===== config.mk =====
export PLATFORM = sky130hd
export DESIGN_NAME = bgu_dual_issue_cond
export DESIGN_NICKNAME = d
export VERILOG_FILES = /design/src/rtl/bgu_dual_issue_cond.sv
export SDC_FILE = /design/constraint.sdc
export NUM_CORES = 1
export LEC_CHECK = 0
export BUFFER_PORTS_ARGS = -buffer_cell sky130_fd_sc_hd__buf_2
export CAP_MARGIN = 20
export CORE_ASPECT_RATIO = 0.8
export CORE_MARGIN = 8
export CORE_UTILIZATION = 56
export CTS_CLUSTER_DIAMETER = 40
export DETAILED_ROUTE_END_ITERATION = 16
export PLACE_DENSITY = 0.92
export SYNTH_ARGS = -nofsm -noshare
export SYNTH_HDL_FRONTEND = slang
export SYNTH_SLANG_ARGS = --single-unit

===== constraint.sdc =====
create_clock -name clk -period 8.09 [get_ports clk]
set_input_delay 1.618 -clock clk [delete_from_list [all_inputs] [get_ports clk]]
set_output_delay 1.618 -clock clk [all_outputs]
set_load 0.005 [all_outputs]

===== src/rtl/bgu_dual_issue_cond.sv =====
// rtl/bgu_dual_issue_cond.sv - dual-issue branch/goto unit with conditional branches and configurable squash depth
module bgu_dual_issue_cond #(
  parameter int              PC_W         = 9,
  parameter int              IMM_W        = 8,
  parameter int              SQUASH_DEPTH = 1,
  parameter logic [PC_W-1:0] RESET_PC     = '0
) (
  input  logic            clk,
  input  logic            rst,
  input  logic            fetch_next_in,
  input  logic            N,
  input  logic            V,
  input  logic            Z,
  input  logic [15:0]     p0_IR_in,
  input  logic [15:0]     p1_IR_in,
  output logic [PC_W-1:0] fetch_addr_out,
  output logic [PC_W-1:0] pc_next_out,
  output logic            slot0_valid_out,
  output logic            slot1_valid_out,
  output logic            branch_taken_out,
  output logic            branch_slot_out,
  output logic            squash_out
);

  localparam int SQ_W = (SQUASH_DEPTH < 2) ? 1 : $clog2(SQUASH_DEPTH + 1);
  // Offset is sign-extended to whichever is wider, then reduced modulo 2^PC_W.
  localparam int SX_W = (IMM_W > PC_W) ? IMM_W : PC_W;
  localparam logic [SQ_W-1:0] SQ_LOAD = SQ_W'(SQUASH_DEPTH);

  // Architectural state
  logic [PC_W-1:0] r_pc;
  logic [PC_W-1:0] r_bundle_pc;
  logic            r_bundle_vld;
  logic            r_odd;
  logic            r_odd_d1;
  logic [SQ_W-1:0] r_squash_cnt;

  // Decode / resolve signals
  logic            w_live;
  logic            w_elig0;
  logic            w_hit0;
  logic            w_hit1;
  logic            w_take0;
  logic            w_take1;
  logic            w_taken;
  logic [PC_W-1:0] w_base0;
  logic [PC_W-1:0] w_base1;
  logic [SX_W-1:0] w_off0_x;
  logic [SX_W-1:0] w_off1_x;
  logic [PC_W-1:0] w_tgt0;
  logic [PC_W-1:0] w_tgt1;
  logic [PC_W-1:0] w_target;
  logic [PC_W-1:0] w_seq_pc;
  logic [PC_W-1:0] w_pc_next;
  logic            w_unused;

  // Branch condition evaluation: opcode 001, condition field in IR[12:10].
  function automatic logic br_hit(input logic [15:0] ir, input logic n, input logic v,
                                  input logic z);
    logic t;
    t = 1'b0;
    if (ir[15:13] == 3'b001) begin
      case (ir[12:10])
        3'b000:  t = 1'b1;
        3'b001:  t = z;
        3'b010:  t = ~z;
        3'b011:  t = n ^ v;
        3'b100:  t = (n ^ v) | z;
        default: t = 1'b0;
      endcase
    end
    return t;
  endfunction

  // A bundle is decoded only once it has been fetched and is not on the wrong path.
  assign w_live  = r_bundle_vld & (r_squash_cnt == '0);
  // Slot 0 is skipped when the bundle was entered through an odd jump target.
  assign w_elig0 = w_live & ~r_odd_d1;

  assign w_base0 = r_bundle_pc + PC_W'(1);
  assign w_base1 = r_bundle_pc + PC_W'(2);

  assign w_off0_x = SX_W'($signed(p0_IR_in[IMM_W-1:0]));
  assign w_off1_x = SX_W'($signed(p1_IR_in[IMM_W-1:0]));

  assign w_tgt0 = w_base0 + w_off0_x[PC_W-1:0];
  assign w_tgt1 = w_base1 + w_off1_x[PC_W-1:0];

  // Slot-0 and slot-1 branch resolution; a taken slot 0 shadows slot 1.
  always_comb begin
    w_hit0  = br_hit(p0_IR_in, N, V, Z);
    w_hit1  = br_hit(p1_IR_in, N, V, Z);
    w_take0 = w_elig0 & w_hit0;
    w_take1 = w_live & ~w_take0 & w_hit1;
    w_taken = w_take0 | w_take1;
  end

  // Next-PC selection: redirect on a taken branch, otherwise step one bundle.
  always_comb begin
    w_seq_pc  = {r_pc[PC_W-1:1] + (PC_W-1)'(1), r_pc[0]};
    w_target  = w_take0 ? w_tgt0 : w_tgt1;
    w_pc_next = w_taken ? w_target : w_seq_pc;
  end

  // State update, frozen while the pipeline is stalled.
  always_ff @(posedge clk or posedge rst) begin
    if (rst) begin
      r_pc         <= RESET_PC;
      r_bundle_pc  <= RESET_PC;
      r_bundle_vld <= 1'b0;
      r_odd        <= 1'b0;
      r_odd_d1     <= 1'b0;
      r_squash_cnt <= '0;
    end else if (fetch_next_in) begin
      r_pc         <= w_pc_next;
      r_bundle_pc  <= {r_pc[PC_W-1:1], 1'b0};
      r_bundle_vld <= 1'b1;
      // Only a redirect marks the fetched bundle; the mask is applied once, in decode.
      r_odd        <= w_taken & w_target[0];
      r_odd_d1     <= r_odd;
      if (w_taken) begin
        r_squash_cnt <= SQ_LOAD;
      end else if (r_squash_cnt != '0) begin
        r_squash_cnt <= r_squash_cnt - SQ_W'(1);
      end
    end
  end

  assign fetch_addr_out   = {r_pc[PC_W-1:1], 1'b0};
  assign pc_next_out      = w_pc_next;
  assign slot0_valid_out  = w_elig0;
  assign slot1_valid_out  = w_live & ~w_take0;
  assign branch_taken_out = w_taken;
  assign branch_slot_out  = w_take1;
  assign squash_out       = (r_squash_cnt != '0);

  // IR bits above the offset field and the widened offset MSBs are not consumed.
  assign w_unused = ^{p0_IR_in, p1_IR_in, w_off0_x, w_off1_x};

endmodule

==> impl_metrics.yaml, run 1 <==
timing:
  setup_viol_count_final: 0
  finalCriticalPeriod_ns: 5.51
  layout_worst_path_cycle_share_pct: 68.1
  fin_skew_ns: 0.00715
  timing.fmax_ghz: 0.181
  setup-tns-final_ns: 0
  slew_headroom_pct: 43.5
  slew_violations: 0
  unrepaired_setup_endpoints_after_global_routing: "no"
  worst_pin_slew_ns: 0.847
  report.final.hold_viol_count: 0
detailed_routing:
  avgViaCountPerCell: 5.81
  route.antenna.remaining_nets: 0
  drtIter0Drc: 115
  route.detailed.wl_per_inst_um: 16.2
  route.final.wire_length_um: 4950
  routed-via-count: 1772
  first_drt_pass_iteration_count: 4
  remaining_drc_errors: 0
global_route:
  grt_pass1_wl_um: 8340
  first_global_vias: 1806
  grtUsageTotal_pct: 16.8
  grt_overflow_total: 0
  number_of_antenna_violations_at_the_first_check_in_global_routing: 0
  grt_max_degree: 30
clocking:
  ctsRootBufferMaster: "sky130_fd_sc_hd__clkbuf_8"
  clk_path_buf_depth: 2
  clock_tree_from_tritoncts: "done"
  cts.htree.levels: 1
  clock_latency_ns: 0.27
  clkSinkCount: 21
  post_cts_buffers: 0
  cts_made_buffers: 3
  post_cts_hold_buffer_count: 0
  cts-resized-gates: 0
  clkSlewWorstSetupHoldPaths_ns: 0.08
floorplan:
  core_footprint_mm2: 0.00345
  ios: 61
  fp.dieH_um: 69.8
  core.rowCount: 19
  initial_core_util_pct: 58.8
  die_width_um: 83.3
  die_area_mm2: 0.00581
logic_synthesis:
  synth_enable_flop_cells: 0
  synth_area_leaders: "sky130_fd_sc_hd__dfrtp_1 (26%), sky130_fd_sc_hd__ha_1 (13%), sky130_fd_sc_hd__mux2_2 (7.2%)"
  synth-async-reset-ratio_pct: 100
  postSynthRegisterBits: 21
  synth_largest_area_cell: "sky130_fd_sc_hd__dfrtp_1"
  postSynthCellCount: 218
  synthDistinctLibCells: 44
  synth_fp_nets: 279
  synth_top_area_share_pct: 25.9
  synth.top_cells.by_count: "sky130_fd_sc_hd__dfrtp_1 (21), sky130_fd_sc_hd__ha_1 (21), sky130_fd_sc_hd__a21oi_1 (18), sky130_fd_sc_hd__mux2_2 (13), sky130_fd_sc_hd__nor2_1 (13)"
  netlist_area_mm2: 0.00203
  synthesis.area_per_instance_um2: 9.30
  yosysSeqAreaShare_pct: 25.9
  ys.flop_type: "sky130_fd_sc_hd__dfrtp_1"
  yosysWarnings: 0
min_path:
  hold_path_startpoint: "r_pc[0]$_DFFE_PP0P_"
  min_path_type: "register to register"
  hold_depth: 1
  whs_endpoint: "r_pc[0]$_DFFE_PP0P_"
flow_run:
  drv.max_cap_violation_count: 0
setup_path:
  reg2reg_depth: 10
  r2r-end: "r_pc[8]$_DFFE_PP0P_"
  timing_worst_setup_path_type: "input pin to output pin"
  worst_ep_arrival_time_ns: 3.89
  critical_path.startpoint_type: "input pin"
  timing.reg2reg.setup_slack_ns: 5.41
  reg2reg_start: "r_bundle_pc[2]$_DFFE_PP0P_"
  worstSetupEndpointType: "output pin"
  required_ns: 6.47
  crit_fanout: 3
cells_and_area:
  antenna-diode-count: 0
  area_growth_pct: 13.8
  finalCoreUtilization_pct: 66.9
  drive_gt1_share_pct: 31.2
  fin_nets: 325
place:
  dp_hpwl_um: 3930
  port-buffer-count: 55
  routabilityCongestion: 0.883
pwr:
  power.leakage_nw: 1.19
  powerDensity_mw_per_mm2: 318
  ir_drop_v: 0.000208
run_status:
  outcome: "completed"
-- layout by cell type, fill, tap and decap left out, types with 4 or more instances in the layout --
cell type	n
sky130_fd_sc_hd__mux2i_1	9
sky130_fd_sc_hd__buf_2	55
sky130_fd_sc_hd__ha_1	21
sky130_fd_sc_hd__mux2_2	13
sky130_fd_sc_hd__and3_1	4
sky130_fd_sc_hd__xnor2_1	11
sky130_fd_sc_hd__a31oi_1	4
sky130_fd_sc_hd__inv_1	12
sky130_fd_sc_hd__nand3_1	11
sky130_fd_sc_hd__nand2_1	12
sky130_fd_sc_hd__nor2_1	13
sky130_fd_sc_hd__dfrtp_1	21
sky130_fd_sc_hd__o21ai_0	10
sky130_fd_sc_hd__a21oi_1	18
sky130_fd_sc_hd__xor2_1	8
-- per-layer routing --
metal | wire length, µm | vias to the layer above | track usage, %
met5 | 0 | - | 0
met4 | 34 | 0 | 1.75
met3 | 384 | 5 | 5.52
met2 | 2370 | 63 | 28.4
met1 | 2160 | 844 | 20.8
li1 | - | 860 | -
-- cells by family after synthesis --
logic type,after synthesis,share of synthesized area [%]
and+or+nand+nor,54,14.1
AOI/OAI and AO/OA,51,17.3
buffers and inverters,26,6.85
adders and majority gates,23,14.9
muxes,22,11.7
DFF,21,25.9
xor gates and xnor gates,20,9.01
other,1,0.185
-- stage by stage --
stage          setup slack (ns)  area [µm²]  cells  hold slack, ns  total power [mW]
3_5_place_dp               2.58        2260    301           0.488             0.661
2_1_floorplan              3.03        2030    218           0.456             0.543
5_1_grt                    2.47        2310    305           0.536             0.803
4_1_cts                    2.55        2310    305           0.511             0.737
3_3_place_gp               2.59        2260    301           0.475             0.641
6_report                   2.58        2310    305           0.511             0.734
-- critical path, cell delays in order --
cell,delay [ns]
sky130_fd_sc_hd__buf_2,0.10
sky130_fd_sc_hd__ha_1,0.28
sky130_fd_sc_hd__ha_1,0.23
sky130_fd_sc_hd__fa_1,0.43
sky130_fd_sc_hd__a211oi_1,0.32
sky130_fd_sc_hd__o21bai_1,0.13
sky130_fd_sc_hd__a21oi_1,0.22
sky130_fd_sc_hd__xnor2_1,0.15
sky130_fd_sc_hd__nand3_1,0.11
sky130_fd_sc_hd__nand3_1,0.13
sky130_fd_sc_hd__nand2_1,0.05
sky130_fd_sc_hd__buf_2,0.13
-- how the worst max path moves through the flow --
stage / endpoint / depth (start not counted) / from
global route: pc_next_out[8] / 12 / p1_IR_in[2]
detailed placement: pc_next_out[8] / 12 / p1_IR_in[2]
global placement: pc_next_out[8] / 12 / p1_IR_in[2]
CTS: pc_next_out[8] / 12 / p1_IR_in[2]
finish: pc_next_out[8] / 12 / p1_IR_in[2]
floorplan: pc_next_out[8] / 10 / p1_IR_in[2]
-- state kept, by name, summed over array words and instances (netlist names) --
register / flops
r_odd_d1: 1
r_bundle_vld: 1
squash_out: 1
r_bundle_pc: 8
r_odd: 1
r_pc: 9
-- cell type report --
type / count / area, µm²
multi-input cells: 171 / 1360
fillers: 272 / 1140
flip-flops and latches: 21 / 526
repair buffers: 55 / 275
well taps: 42 / 52.6
clock buffers: 4 / 45.0
inverters: 12 / 45.0
-- where the power goes --
part	internal (mW)	switching, mW
clock	0.0352	0.0367
sequential	0.144	0.0513
combinational	0.232	0.235
total	0.411	0.323
(Power assumes the default switching activity.)
==> run 2: changes to the inputs <==
Settings changed: CORE_UTILIZATION 56 to 47, PLACE_DENSITY 0.92 to 0.83.
Clock period 8.09 ns to 4.8 ns, I/O delays scaled along.
==> impl_metrics.yaml, run 2 (synthesized netlist as in run 1, its figures left out) <==
pwr:
  switching_power_mw: 0.537
  power.leakage_nw: 1.19
  internal_power_mw: 0.692
  clk_network_pwr_share_pct: 9.8
  ir_drop_v: 0.000303
  comb_power_share_pct: 63.5
  power.share.switching_pct: 43.7
  total_power_mw: 1.23
  powerDensity_mw_per_mm2: 529
  share_seq_of_total_power_pct: 26.7
setup_path:
  critical_path.startpoint_type: "input pin"
  reg2reg_depth: 12
  setup.worst_path.start: "p1_IR_in[2]"
  worst_path_largest_cell_delay_ns: 0.43
  worstSetupEndpointType: "output pin"
  worst_ep_arrival_time_ns: 3.23
  critical-path-top-delay-family: "adder cells"
  required_ns: 3.84
  slowest_stage: "sky130_fd_sc_hd__fa_1"
  r2r-end: "r_pc[8]$_DFFE_PP0P_"
  timing.critical_path.buf_inv: 2
  crit_chain: "buf_2, ha_1, ha_1, fa_1, a211oi_1, o21bai_1, a21oi_1, xnor2_1, nand3_1, nand3_1, nand2_1, buf_2"
  timing_worst_setup_path_type: "input pin to output pin"
  timing.reg2reg.setup_slack_ns: 2.16
  reg2reg_start: "r_bundle_pc[1]$_DFFE_PP0P_"
  crit_fanout: 3
  critical_path.endpoint: "pc_next_out[8]"
  number_of_logic_stages_on_the_critical_path_including_buffering: 12
timing:
  worst_pin_slew_ns: 0.886
  fin_skew_ns: 0.00179
  slew_violations: 0
  timing.fmax_ghz: 0.239
  finalCriticalPeriod_ns: 4.19
  setup-tns-final_ns: 0
  layout_worst_path_cycle_share_pct: 87.3
  report.final.hold_viol_count: 0
  slew_headroom_pct: 40.9
  unrepaired_setup_endpoints_after_global_routing: "no"
  setup_viol_count_final: 0
  worst_hold_slack_ns: 0.495
cells_and_area:
  largest_register_ffs: 9
  most_common_cell_after_layout_fill_and_taps_aside: "sky130_fd_sc_hd__buf_2"
  largest_registers: "r_pc (9), r_bundle_pc (8)"
  regMostFlops: "r_pc"
  finalInstanceArea_mm2: 0.00232
  fin_nets: 325
  area_growth_pct: 14.7
  finalCoreUtilization_pct: 55.6
  mostFrequentLayoutCells: "sky130_fd_sc_hd__buf_2 (55), sky130_fd_sc_hd__ha_1 (21), sky130_fd_sc_hd__dfrtp_1 (21), sky130_fd_sc_hd__a21oi_1 (18)"
  drive_gt1_share_pct: 31.2
  antenna-diode-count: 0
  n_fill_cell: 388
run_status:
  outcome: "completed"
floorplan:
  die_width_um: 89.4
  ios: 61
  initial_core_util_pct: 48.5
  core.rowCount: 21
  fp.dieH_um: 74.7
  core_footprint_mm2: 0.00418
  die_area_mm2: 0.00668
detailed_routing:
  route.met2.wl_um: 2270
  first_drt_pass_iteration_count: 4
  avgViaCountPerCell: 5.42
  route.antenna.remaining_nets: 0
  wl_met3_um: 232
  highest_layer: "met4"
  remaining_drc_errors: 0
  drtIter0Drc: 87
  routedLengthMet1_um: 2270
  route.detailed.wl_per_inst_um: 15.1
  route.final.wire_length_um: 4820
  routed-via-count: 1734
clocking:
  ctsRootBufferMaster: "sky130_fd_sc_hd__clkbuf_8"
  cts-resized-gates: 0
  clkSinkCount: 21
  clock_latency_ns: 0.26
  clk_path_buf_depth: 2
  post_cts_buffers: 0
  post_cts_hold_buffer_count: 0
  clock_tree_from_tritoncts: "done"
  cts_made_buffers: 3
  cts.htree.levels: 1
  clkSlewWorstSetupHoldPaths_ns: 0.08
place:
  dp_hpwl_um: 3860
  routabilityCongestion: 0.867
  port-buffer-count: 55
  area_after_detailed_placement_mm2: 0.00228
global_route:
  grt_max_degree: 30
  grt_pass1_wl_um: 7940
  number_of_antenna_violations_at_the_first_check_in_global_routing: 0
  grt_overflow_total: 0
  first_global_vias: 1751
  grtUsageTotal_pct: 15.1
min_path:
  min_path_type: "register to register"
  hold_depth: 1
flow_run:
  drv.max_cap_violation_count: 0
[run 2: layer usage]
layer / global-route usage (%) / vias to the layer above
met5: 0 / -
met4: 3.31 / 0
met3: 3.60 / 6
met2: 25.5 / 37
met1: 19.0 / 826
li1: - / 865
[run 2: layout make-up]
class,instances,area (µm²),area share (%)
Clock buffer,4,45.0,1.94
Inverter,12,45.0,1.94
Multi-Input combinational cell,171,1360,58.6
Sequential cell,21,526,22.6
Tap cell,57,71.3,3.07
Timing Repair Buffer,55,275,11.8
[run 2: stage by stage]
stage / std cells / worst slack [ns]
after floorplan: 218 / 1.06
after global placement: 316 / 0.619
after detailed placement: 316 / 0.614
after CTS: 320 / 0.587
after global routing: 320 / 0.467
final: 320 / 0.612
[run 2: how the worst min path moves through the flow]
stage | end | startpoint
after CTS | r_pc[0]$_DFFE_PP0P_ | r_pc[0]$_DFFE_PP0P_
after detailed placement | r_pc[0]$_DFFE_PP0P_ | r_pc[0]$_DFFE_PP0P_
final | r_pc[0]$_DFFE_PP0P_ | r_pc[0]$_DFFE_PP0P_
after global routing | r_pc[0]$_DFFE_PP0P_ | r_pc[0]$_DFFE_PP0P_
after global placement | r_pc[0]$_DFFE_PP0P_ | r_pc[0]$_DFFE_PP0P_
after floorplan | r_pc[0]$_DFFE_PP0P_ | r_pc[0]$_DFFE_PP0P_
[run 2: power by group through the flow]
stage          logic (mW)  clock network (mW)  registers (mW)
2_1_floorplan       0.612                   0           0.304
3_3_place_gp        0.760                   0           0.326
6_report            0.781               0.121           0.328
4_1_cts             0.786               0.123           0.327
3_5_place_dp        0.779                   0           0.331
5_1_grt             0.880               0.131           0.340
==> run 3: changes to the inputs <==
Settings changed: ABC_AREA set to 1, CORE_UTILIZATION 47 to 49, PLACE_DENSITY 0.83 to 0.84.
==> impl_metrics.yaml, run 3 <==
global_route:
  met2_usage_pct: 26.4
  grtUsageTotal_pct: 16.2
  groute.layer.met1.usage_pct: 19.6
  busiest_layer_in_global_routing: "met2"
  grt_pass1_wl_um: 9780
  grt_max_degree: 24
  grt_overflow_total: 0
  gr-usage-met3_pct: 5.77
  first_global_vias: 2333
  number_of_antenna_violations_at_the_first_check_in_global_routing: 0
cells_and_area:
  mostFrequentLayoutCells: "sky130_fd_sc_hd__nand2_1 (136), sky130_fd_sc_hd__buf_2 (55), sky130_fd_sc_hd__inv_1 (53), sky130_fd_sc_hd__nand3_1 (30)"
  regMostFlops: "r_pc"
  area_growth_pct: 11.9
  largest_register_ffs: 9
  largest_registers: "r_pc (9), r_bundle_pc (8)"
  drive_gt1_share_pct: 18.7
  final-instance-count-excl-fill: 467
  fin_nets: 469
  most_common_cell_after_layout_fill_and_taps_aside: "sky130_fd_sc_hd__nand2_1"
  antenna-diode-count: 0
  finalCoreUtilization_pct: 57.0
setup_path:
  crit_fanout: 3
  reg2reg_start: "r_bundle_pc[2]$_DFFE_PP0P_"
  reg2reg_depth: 11
  r2r-end: "r_pc[6]$_DFFE_PP0P_"
  required_ns: 3.84
  worst_ep_arrival_time_ns: 2.89
  timing_worst_setup_path_type: "input pin to output pin"
  critical_path.startpoint_type: "input pin"
  timing.reg2reg.setup_slack_ns: 2.58
  worstSetupEndpointType: "output pin"
floorplan:
  die_area_mm2: 0.00722
  ios: 61
  fp.dieH_um: 77.6
  core.rowCount: 22
  initial_core_util_pct: 50.9
  die_width_um: 93.0
  core_footprint_mm2: 0.00457
detailed_routing:
  route.antenna.remaining_nets: 0
  avgViaCountPerCell: 4.95
  first_drt_pass_iteration_count: 4
  remaining_drc_errors: 0
  route.detailed.wl_per_inst_um: 12.0
  drtIter0Drc: 136
  routed-via-count: 2311
  route.final.wire_length_um: 5620
logic_synthesis:
  yosysSeqAreaShare_pct: 22.6
  postSynthRegisterBits: 21
  netlist_area_mm2: 0.00232
  post_synth_xor_area_fraction_pct: 4.52
  synth_top_area_share_pct: 22.6
  synthesis.area_per_instance_um2: 6.40
  ys.flop_type: "sky130_fd_sc_hd__dfrtp_1"
  synth.top_cells.by_count: "sky130_fd_sc_hd__nand2_1 (136), sky130_fd_sc_hd__inv_1 (53), sky130_fd_sc_hd__nand3_1 (30), sky130_fd_sc_hd__dfrtp_1 (21), sky130_fd_sc_hd__ha_1 (21)"
  multiplexer_fraction_of_the_synthesized_cell_area_pct: 0
  synth_largest_area_cell: "sky130_fd_sc_hd__dfrtp_1"
  synth_area_in_compound_gates_pct: 5.38
  synthDistinctLibCells: 29
  synth_enable_flop_cells: 0
  postSynthCellCount: 363
  synth_area_leaders: "sky130_fd_sc_hd__dfrtp_1 (23%), sky130_fd_sc_hd__nand2_1 (22%), sky130_fd_sc_hd__ha_1 (11%)"
  synth-async-reset-ratio_pct: 100
  synth_fp_nets: 424
  dominant_combinational_cell_family_by_area_after_synthesis: "simple AND/OR/NAND/NOR gates"
  post_synth_and_or_nand_nor_area_fraction_pct: 40.2
  yosysWarnings: 0
  yosys.cell_count.top_type: "sky130_fd_sc_hd__nand2_1"
  yosys.area_share.adder_pct: 13.0
place:
  dp_hpwl_um: 4630
  dp.cells: 463
  port-buffer-count: 55
  routabilityCongestion: 0.875
clocking:
  ctsRootBufferMaster: "sky130_fd_sc_hd__clkbuf_8"
  cts-resized-gates: 0
  post_cts_hold_buffer_count: 0
  clkSinkCount: 21
  clkSlewWorstSetupHoldPaths_ns: 0.08
  cts.htree.levels: 1
  clk_path_buf_depth: 2
  cts_made_buffers: 3
  clock_tree_from_tritoncts: "done"
  clock_latency_ns: 0.27
  post_cts_buffers: 0
timing:
  finalCriticalPeriod_ns: 3.85
  setup-tns-final_ns: 0
  layout_worst_path_cycle_share_pct: 80.3
  timing.fmax_ghz: 0.260
  report.final.hold_viol_count: 0
  worst_pin_slew_ns: 0.810
  setup_viol_count_final: 0
  unrepaired_setup_endpoints_after_global_routing: "no"
  slew_headroom_pct: 45.9
  fin_skew_ns: 0.00465
  slew_violations: 0
pwr:
  powerDensity_mw_per_mm2: 424
  power.leakage_nw: 1.61
  total_power_mw: 1.10
  ir_drop_v: 0.000144
min_path:
  whs_endpoint: "r_bundle_vld$_DFFE_PP0P_"
  hold_depth: 2
  min_path_type: "register to register"
  hold_path_startpoint: "r_bundle_vld$_DFFE_PP0P_"
run_status:
  outcome: "completed"
flow_run:
  drv.max_cap_violation_count: 0
run 3: cell count changes after synthesis, moves of 4 or more:
cell	delta
sky130_fd_sc_hd__a21oi_1	-9
sky130_fd_sc_hd__a31oi_1	-4
sky130_fd_sc_hd__and2_1	+7
sky130_fd_sc_hd__and3_1	-4
sky130_fd_sc_hd__inv_1	+41
sky130_fd_sc_hd__mux2_2	-13
sky130_fd_sc_hd__mux2i_1	-9
sky130_fd_sc_hd__nand2_1	+124
sky130_fd_sc_hd__nand2_2	+6
sky130_fd_sc_hd__nand3_1	+19
sky130_fd_sc_hd__nand3b_1	+4
sky130_fd_sc_hd__nor2_1	+6
sky130_fd_sc_hd__xnor2_1	-6
run 3: worst max-delay path by stage:
stage,start,end
floorplan,p1_IR_in[2],pc_next_out[6]
global placement,p1_IR_in[2],pc_next_out[6]
detailed placement,p1_IR_in[2],pc_next_out[6]
CTS,p1_IR_in[2],pc_next_out[6]
global route,p1_IR_in[2],pc_next_out[6]
finish,p1_IR_in[2],pc_next_out[6]
run 3: cells by family (layout without fill, tap and decap cells):
| kind of cell | count (synthesis) | after routing |
|---|---|---|
| DFF | 21 | 21 |
| AOI/OAI and AO/OA | 22 | 22 |
| buffers and inverters | 71 | 115 |
| xor gates and xnor gates | 12 | 12 |
| and+or+nand+nor | 213 | 213 |
| other | 1 | 1 |
| adders and majority gates | 23 | 23 |
run 3: critical path: stages:
cell and delay [ns]:
sky130_fd_sc_hd__buf_2 0.10, sky130_fd_sc_hd__ha_1 0.28, sky130_fd_sc_hd__ha_1 0.24, sky130_fd_sc_hd__fa_1 0.44, sky130_fd_sc_hd__inv_1 0.07, sky130_fd_sc_hd__o21ai_0 0.10, sky130_fd_sc_hd__xnor2_1 0.14, sky130_fd_sc_hd__nor2_1 0.06
sky130_fd_sc_hd__nor2_1 0.12, sky130_fd_sc_hd__nand2_1 0.08, sky130_fd_sc_hd__and2_1 0.16, sky130_fd_sc_hd__buf_2 0.12
run 3: routing by layer:
metal | share of wire [%] | routed length, µm
met5 | 0 | 0
met1 | 45 | 2520
met2 | 46 | 2570
met4 | 0.62 | 35
met3 | 8.9 | 500
run 3: per-stage QoR:
stage,hold WS (ns),setup WS [ns],cell area [µm²]
after detailed placement,0.472,0.928,2560
final,0.489,0.947,2600
after global routing,0.504,0.767,2600
after CTS,0.492,0.927,2600
after floorplan,0.443,1.36,2320
after global placement,0.459,0.960,2560
run 3: layout make-up:
type                            instances  area, µm²
Clock buffer                            4       45.0
Multi-Input combinational cell        271       1470
Inverter                               56        210
Fill cell                             477       1970
Tap cell                               60       75.1
Timing Repair Buffer                   55        275
Sequential cell                        21        526
run 3: power by group:
part | internal, mW | switching, mW | leakage [nW] | total (mW)
Combinational | 0.300 | 0.394 | 1.32 | 0.693
Clock | 0.0594 | 0.0619 | 0.0228 | 0.121
Sequential | 0.227 | 0.0607 | 0.265 | 0.288
